==> src/rtl/ov7670_cap_pkg.sv <==
// Shared types and constants for the OV7670 capture/decimation path.
// Holds the FSM state type, default geometry and RGB565 field positions.
package ov7670_cap_pkg;

    typedef enum logic [1:0] {
        IDLE,
        WAIT_SOF,
        ACTIVE,
        DONE
    } cap_state_t;

    localparam int unsigned SRC_X_DEF  = 640;
    localparam int unsigned SRC_Y_DEF  = 480;
    localparam int unsigned DEC_DEF    = 8;
    localparam int unsigned DST_X_DEF  = 80;
    localparam int unsigned DST_Y_DEF  = 60;
    localparam int unsigned ADDR_W_DEF = 13;

    localparam int unsigned R_MSB = 15;
    localparam int unsigned R_LSB = 11;
    localparam int unsigned G_MSB = 10;
    localparam int unsigned G_LSB = 5;
    localparam int unsigned B_MSB = 4;
    localparam int unsigned B_LSB = 0;

    // Byte 0 carries {R, G[5:3]}, byte 1 carries {G[2:0], B}.
    function automatic logic [15:0] rgb565_pack(input logic [7:0] b0, input logic [7:0] b1);
        logic [15:0] p;
        p = '0;
        p[R_MSB:R_LSB] = b0[7:3];
        p[G_MSB:G_LSB] = {b0[2:0], b1[7:5]};
        p[B_MSB:B_LSB] = b1[4:0];
        return p;
    endfunction

endpackage

==> src/rtl/cam_sync_edge.sv <==
// Two-flop synchronizer with rise/fall detect against the value held at the
// previous sample strobe (sample tied high gives plain per-clock edge detect).
module cam_sync_edge #(
    parameter int unsigned W = 1
) (
    input  logic         clk,
    input  logic         reset,
    input  logic [W-1:0] din,
    input  logic         sample,
    output logic [W-1:0] sync,
    output logic [W-1:0] rise_c,
    output logic [W-1:0] fall_c
);

    logic [W-1:0] s1;
    logic [W-1:0] s2;
    logic [W-1:0] s3;

    always_ff @(posedge clk) begin
        if (reset) begin
            s1 <= '0;
            s2 <= '0;
            s3 <= '0;
        end else begin
            s1 <= din;
            s2 <= s1;
            if (sample) begin
                s3 <= s2;
            end
        end
    end

    assign sync   = s2;
    assign rise_c = {W{sample}} & s2 & ~s3;
    assign fall_c = {W{sample}} & ~s2 & s3;

endmodule

==> src/rtl/ov7670_capture_decimator.sv <==
// Oversamples the OV7670 RGB565 byte stream, keeps every C_DEC-th pixel of
// every C_DEC-th line and writes it in raster order into the frame buffer.
module ov7670_capture_decimator
    import ov7670_cap_pkg::*;
#(
    parameter int unsigned C_SRC_X  = SRC_X_DEF,
    parameter int unsigned C_SRC_Y  = SRC_Y_DEF,
    parameter int unsigned C_DEC    = DEC_DEF,
    parameter int unsigned C_DST_X  = DST_X_DEF,
    parameter int unsigned C_DST_Y  = DST_Y_DEF,
    parameter int unsigned C_ADDR_W = ADDR_W_DEF
) (
    input  logic                clk,
    input  logic                reset,
    input  logic                cam_pclk,
    input  logic                cam_vsync,
    input  logic                cam_href,
    input  logic [7:0]          cam_d,
    input  logic                capture_en,
    output logic                wr_en,
    output logic [C_ADDR_W-1:0] wr_addr,
    output logic [15:0]         wr_data,
    output logic                frame_done,
    output logic                frame_err
);

    // Counters saturate one past the nominal size so oversize lines stay visible.
    localparam int unsigned X_W   = $clog2(C_SRC_X + 2);
    localparam int unsigned Y_W   = $clog2(C_SRC_Y + 2);
    localparam int unsigned DEC_W = $clog2(C_DEC);
    localparam int unsigned N_PIX = C_DST_X * C_DST_Y;

    logic       pclk_rise;
    logic       pclk_sync_unused;
    logic       pclk_fall_unused;
    logic       href_s;
    logic       href_rise;
    logic       href_fall;
    logic       vs_sync_unused;
    logic       vs_rise;
    logic       vs_fall;
    logic [7:0] d_s;
    logic [7:0] d_rise_unused;
    logic [7:0] d_fall_unused;

    cam_sync_edge #(.W(1)) u_pclk (
        .clk(clk), .reset(reset), .din(cam_pclk), .sample(1'b1),
        .sync(pclk_sync_unused), .rise_c(pclk_rise), .fall_c(pclk_fall_unused)
    );

    cam_sync_edge #(.W(1)) u_href (
        .clk(clk), .reset(reset), .din(cam_href), .sample(pclk_rise),
        .sync(href_s), .rise_c(href_rise), .fall_c(href_fall)
    );

    cam_sync_edge #(.W(1)) u_vsync (
        .clk(clk), .reset(reset), .din(cam_vsync), .sample(pclk_rise),
        .sync(vs_sync_unused), .rise_c(vs_rise), .fall_c(vs_fall)
    );

    cam_sync_edge #(.W(8)) u_data (
        .clk(clk), .reset(reset), .din(cam_d), .sample(1'b1),
        .sync(d_s), .rise_c(d_rise_unused), .fall_c(d_fall_unused)
    );

    cap_state_t          state;
    logic [X_W-1:0]      x_cnt;
    logic [Y_W-1:0]      y_cnt;
    logic                phase;
    logic [7:0]          hi_byte;
    logic [C_ADDR_W-1:0] dst_cnt;
    logic                dst_full;
    logic                err_acc;

    logic           byte0_c;
    logic           pix_done_c;
    logic           in_range_c;
    logic           on_grid_c;
    logic           do_wr_c;
    logic           line_err_c;
    logic [Y_W-1:0] y_next_c;

    assign byte0_c    = pclk_rise & href_s & (href_rise | ~phase);
    assign pix_done_c = pclk_rise & href_s & ~href_rise & phase;
    assign in_range_c = (x_cnt < X_W'(C_SRC_X)) && (y_cnt < Y_W'(C_SRC_Y));
    assign on_grid_c  = (x_cnt[DEC_W-1:0] == '0) && (y_cnt[DEC_W-1:0] == '0);
    assign do_wr_c    = pix_done_c & in_range_c & on_grid_c & ~dst_full & ~vs_rise;
    assign line_err_c = href_fall & (phase | (x_cnt != X_W'(C_SRC_X)));
    assign y_next_c   = (href_fall && (y_cnt <= Y_W'(C_SRC_Y))) ? y_cnt + Y_W'(1) : y_cnt;

    // Capture FSM, line/pixel counters and buffer write port.
    always_ff @(posedge clk) begin
        if (reset) begin
            state      <= IDLE;
            x_cnt      <= '0;
            y_cnt      <= '0;
            phase      <= 1'b0;
            hi_byte    <= '0;
            dst_cnt    <= '0;
            dst_full   <= 1'b0;
            err_acc    <= 1'b0;
            wr_en      <= 1'b0;
            wr_addr    <= '0;
            wr_data    <= '0;
            frame_done <= 1'b0;
            frame_err  <= 1'b0;
        end else begin
            wr_en      <= 1'b0;
            frame_done <= 1'b0;
            case (state)
                IDLE: begin
                    if (vs_rise) begin
                        state <= WAIT_SOF;
                    end
                end
                WAIT_SOF: begin
                    if (vs_fall) begin
                        if (capture_en) begin
                            x_cnt     <= '0;
                            y_cnt     <= '0;
                            phase     <= 1'b0;
                            dst_cnt   <= '0;
                            dst_full  <= 1'b0;
                            err_acc   <= 1'b0;
                            frame_err <= 1'b0;
                            state     <= ACTIVE;
                        end else begin
                            state <= IDLE;
                        end
                    end
                end
                ACTIVE: begin
                    if (byte0_c) begin
                        hi_byte <= d_s;
                        phase   <= 1'b1;
                    end
                    if (pix_done_c) begin
                        phase <= 1'b0;
                        if (x_cnt <= X_W'(C_SRC_X)) begin
                            x_cnt <= x_cnt + X_W'(1);
                        end
                    end
                    if (do_wr_c) begin
                        wr_en   <= 1'b1;
                        wr_addr <= dst_cnt;
                        wr_data <= rgb565_pack(hi_byte, d_s);
                        if (dst_cnt == C_ADDR_W'(N_PIX - 1)) begin
                            dst_full <= 1'b1;
                        end else begin
                            dst_cnt <= dst_cnt + C_ADDR_W'(1);
                        end
                    end
                    // A partial pixel at line end is simply dropped with the phase reset.
                    if (href_fall) begin
                        x_cnt   <= '0;
                        y_cnt   <= y_next_c;
                        phase   <= 1'b0;
                        err_acc <= err_acc | line_err_c;
                    end
                    if (vs_rise) begin
                        state      <= DONE;
                        frame_done <= 1'b1;
                        frame_err  <= err_acc | line_err_c | (y_next_c != Y_W'(C_SRC_Y));
                    end
                end
                DONE: begin
                    state <= WAIT_SOF;
                end
                default: begin
                    state <= IDLE;
                end
            endcase
        end
    end

endmodule

==> config.mk <==
export PLATFORM = sky130hd
export DESIGN_NAME = ov7670_capture_decimator
export DESIGN_NICKNAME = d
export VERILOG_FILES = /design/src/rtl/ov7670_cap_pkg.sv /design/src/rtl/cam_sync_edge.sv /design/src/rtl/ov7670_capture_decimator.sv
export SDC_FILE = /design/constraint.sdc
export NUM_CORES = 1
export LEC_CHECK = 0
export BUFFER_PORTS_ARGS = -buffer_cell sky130_fd_sc_hd__buf_2
export CELL_PAD_IN_SITES_DETAIL_PLACEMENT = 0
export CELL_PAD_IN_SITES_GLOBAL_PLACEMENT = 1
export CORE_MARGIN = 2
export CORE_UTILIZATION = 45
export CTS_CLUSTER_SIZE = 14
export DETAILED_ROUTE_END_ITERATION = 12
export HOLD_SLACK_MARGIN = 0.1
export PLACE_DENSITY = 0.83
export SKIP_CTS_REPAIR_TIMING = 1
export SYNTH_ARGS = -nofsm -noshare
export SYNTH_HDL_FRONTEND = slang
export SYNTH_SLANG_ARGS = --single-unit
==> constraint.sdc <==
create_clock -name clk -period 3.6 [get_ports clk]
set_clock_uncertainty 0.2 [all_clocks]
set_input_delay 0.36 -clock clk [delete_from_list [all_inputs] [get_ports clk]]
set_output_delay 0.36 -clock clk [all_outputs]
set_load 0.02 [all_outputs]
==> flow_metrics.tcl <==
set metrics [dict create \
    status "complete, no violations" \
    pwr_density_cell_nw_per_um2 377 \
    cp_slowest_cell "o41a_1" \
    wl_mm 10.6 \
    synth-edff-count 0 \
    synth_nets 543 \
    antenna_cells 0 \
    grt_pass1_wl_mm 17.8 \
    first_global_vias 3708 \
    place.detailed.hpwl_mm 7.16 \
    yosysTopAreaCellShare_pct 44.8 \
    cp_cell_sequence "inv_1 -> ha_1 -> nor3b_1 -> nand4_1 -> o41a_1 -> or4_1 -> a21oi_1" \
    final_nets 587 \
    hold_violations 0 \
    antenna_found_initial 0 \
    nFillCells 973 \
    path_class "flop to flop" \
    rows 36 \
    min_period_ns 2.83 \
    ys.flop_type "dfxtp_1" \
    viasPerCell 5.67 \
    synth_seq_cells 102 \
    dieArea_um2 11000 \
    die_w_um 105 \
    numCtsBuffers 9 \
    ys_seq_area_share_pct 44.8 \
    syn_area_um2 4560 \
    syn_to_final_growth_pct 13.6 \
    ios 46 \
    max_cap_viol_count 0 \
    port_buffers 45 \
    worstSkewPairLatency_ns 0.37 \
    track_usage_pct 19.6 \
    drive_gt1_share_pct 13.5 \
    p_seq_share_pct 58.8 \
    cp_num_buf_inv 1 \
    synthCells 520 \
    yosys.area.top_type "dfxtp_1" \
    cts_sinks 102 \
    drc 0 \
    comb_power_share_pct 6.8 \
    ys_warn_count 0 \
    cts_root_buf "clkbuf_8" \
    fin_ws_ns 0.767 \
    multiInputGateArea_um2 2350 \
    finalCoreUtilization_pct 52.7 \
    cts_tree "built" \
    cp.required_ns 3.69 \
    switching_share_pct 25.1 \
    irDropWorstVdd_uv 212 \
    cp-start-kind "flop" \
    htree_levels 3 \
    arrival_ns 2.92 \
    yosysMostFrequentCell "dfxtp_1" \
    critPathMaxStageDelay_ns 0.74 \
    clk_path_buf_depth 2 \
    p_leak_nw 2.00 \
    slew_headroom_pct 47.3 \
    initial_core_util_pct 46.4 \
    grt-ovfl-total 0 \
    end_kind "flop" \
    path_clk_slew_ns 0.09 \
    p_clk_share_pct 34.4 \
    core_um2 9820 \
    grt_max_degree 66 \
    drt_iter0_drc 209 \
    fp.dieH_um 105 \
    syn_area_per_cell_um2 8.77 \
    p_switching_mw 0.490 \
    final.setup.tns_ns 0 \
    synth_cell_type_count 61 \
    rsz0062_at_grt "no" \
    clock.fmax_mhz 353 \
    vias 3981 \
    dr.pass1.iters 4 \
    gp_congestion 0.800 \
    fin_crit_sh_pct 78.7 \
    synthTopCellsByArea "dfxtp_1 45%, a21oi_1 5.5%, mux2i_1 5.1%" \
    p_int_mw 1.46 \
    critPathTopFamily "simple AND/OR/NAND/NOR gates" \
    path_max_fanout 21 \
    async_flop_share_pct 0 \
    place_ws_ns 0.825 \
    hold_path_class "input pin to flop" \
    ant_nets 0 \
    final-seq-area_um2 2040 \
    drv_slew 0 \
    detail_route.wl_per_cell_um 15.1 \
    setup_violations 0 \
    synthTopCellsByCount "102 x dfxtp_1, 50 x a21oi_1, 43 x nor2_1" \
    max_slew.worst_pin.slew_ns 0.786 \
]
layout make-up:
type | instances | share of cell area [%]
Inverter | 12 | 0.870
Tap cell | 133 | 3.21
Clock buffer | 11 | 2.73
Timing Repair Buffer | 64 | 7.64
Sequential cell | 102 | 39.4
Clock inverter | 5 | 0.797
Multi-Input combinational cell | 375 | 45.3
power groups by stage:
stage / Sequential, mW / Clock (mW) / Combinational [mW]
after floorplan: 1.17 / 0 / 0.0838
after global placement: 1.17 / 0 / 0.121
after detailed placement: 1.18 / 0 / 0.123
after CTS: 1.15 / 0.701 / 0.123
after global routing: 1.15 / 0.737 / 0.148
final: 1.15 / 0.672 / 0.133
cell families after synthesis:
kind of cell | after synthesis | synth area share, %
AO/OA/AOI/OAI | 119 | 16.4
XOR/XNOR | 1 | 0.192
adder cells (fa/ha/maj) | 9 | 2.47
buffers and inverters | 43 | 3.82
flip-flops | 102 | 44.8
multiplexers | 23 | 5.05
AND/OR/NAND/NOR | 223 | 27.3
worst paths after layout:
kind / start / slack, ns / depth (start not counted) / endpoint
hold / removal: reset / 0.20 / 2 / wr_addr[6]$_SDFFE_PP0P_
setup / recovery: y_cnt[0]$_SDFFE_PP0P_ / 0.77 / 7 / dst_cnt[6]$_SDFFE_PP0P_
hold reg to reg: u_pclk.s1$_SDFF_PP0_ / 0.24 / 1 / u_pclk.sync$_SDFF_PP0_
setup reg to reg: y_cnt[0]$_SDFFE_PP0P_ / 0.77 / 7 / dst_cnt[6]$_SDFFE_PP0P_
state kept, by name (all words and copies together) (netlist names), 2 cells and up:
name and cells:
u_data.sync 8, hi_byte 8, x_cnt 10, u_data.s1 8, state 2, wr_addr 13
dst_cnt 13, wr_data 16, y_cnt 9
per-layer routing:
metal | track usage, % | vias up | routed length, um | part of all wire [%]
li1 | - | 1991 | - | -
met1 | 26.5 | 1880 | 5080 | 48
met2 | 32.0 | 103 | 4960 | 47
met3 | 4.93 | 7 | 506 | 4.8
met4 | 3.52 | 0 | 53 | 0.50
met5 | 0 | - | 0 | 0
placed cells by master (no fill, tap or decap), types with 15 or more instances in the layout:
master / instances
nand4_1: 18
nor2b_1: 27
a21oi_1: 49
o21ai_0: 19
nand3_1: 25
nor2_1: 43
nor3_1: 15
dfxtp_1: 102
buf_2: 45
mux2i_1: 23
nand2_1: 39
per-stage QoR:
| step | total power, mW | cell area (um2) | hold slack (ns) | cells |
|---|---|---|---|---|
| final | 1.95 | 5180 | 0.196 | 702 |
| after global routing | 2.04 | 5180 | 0.209 | 702 |
| after CTS | 1.97 | 5070 | -0.0180 | 691 |
| after detailed placement | 1.30 | 4880 | 0.225 | 675 |
| after global placement | 1.30 | 4880 | 0.221 | 675 |
| after floorplan | 1.26 | 4560 | 0.214 | 520 |
Note: power is estimated with default switching activity, not from simulation.
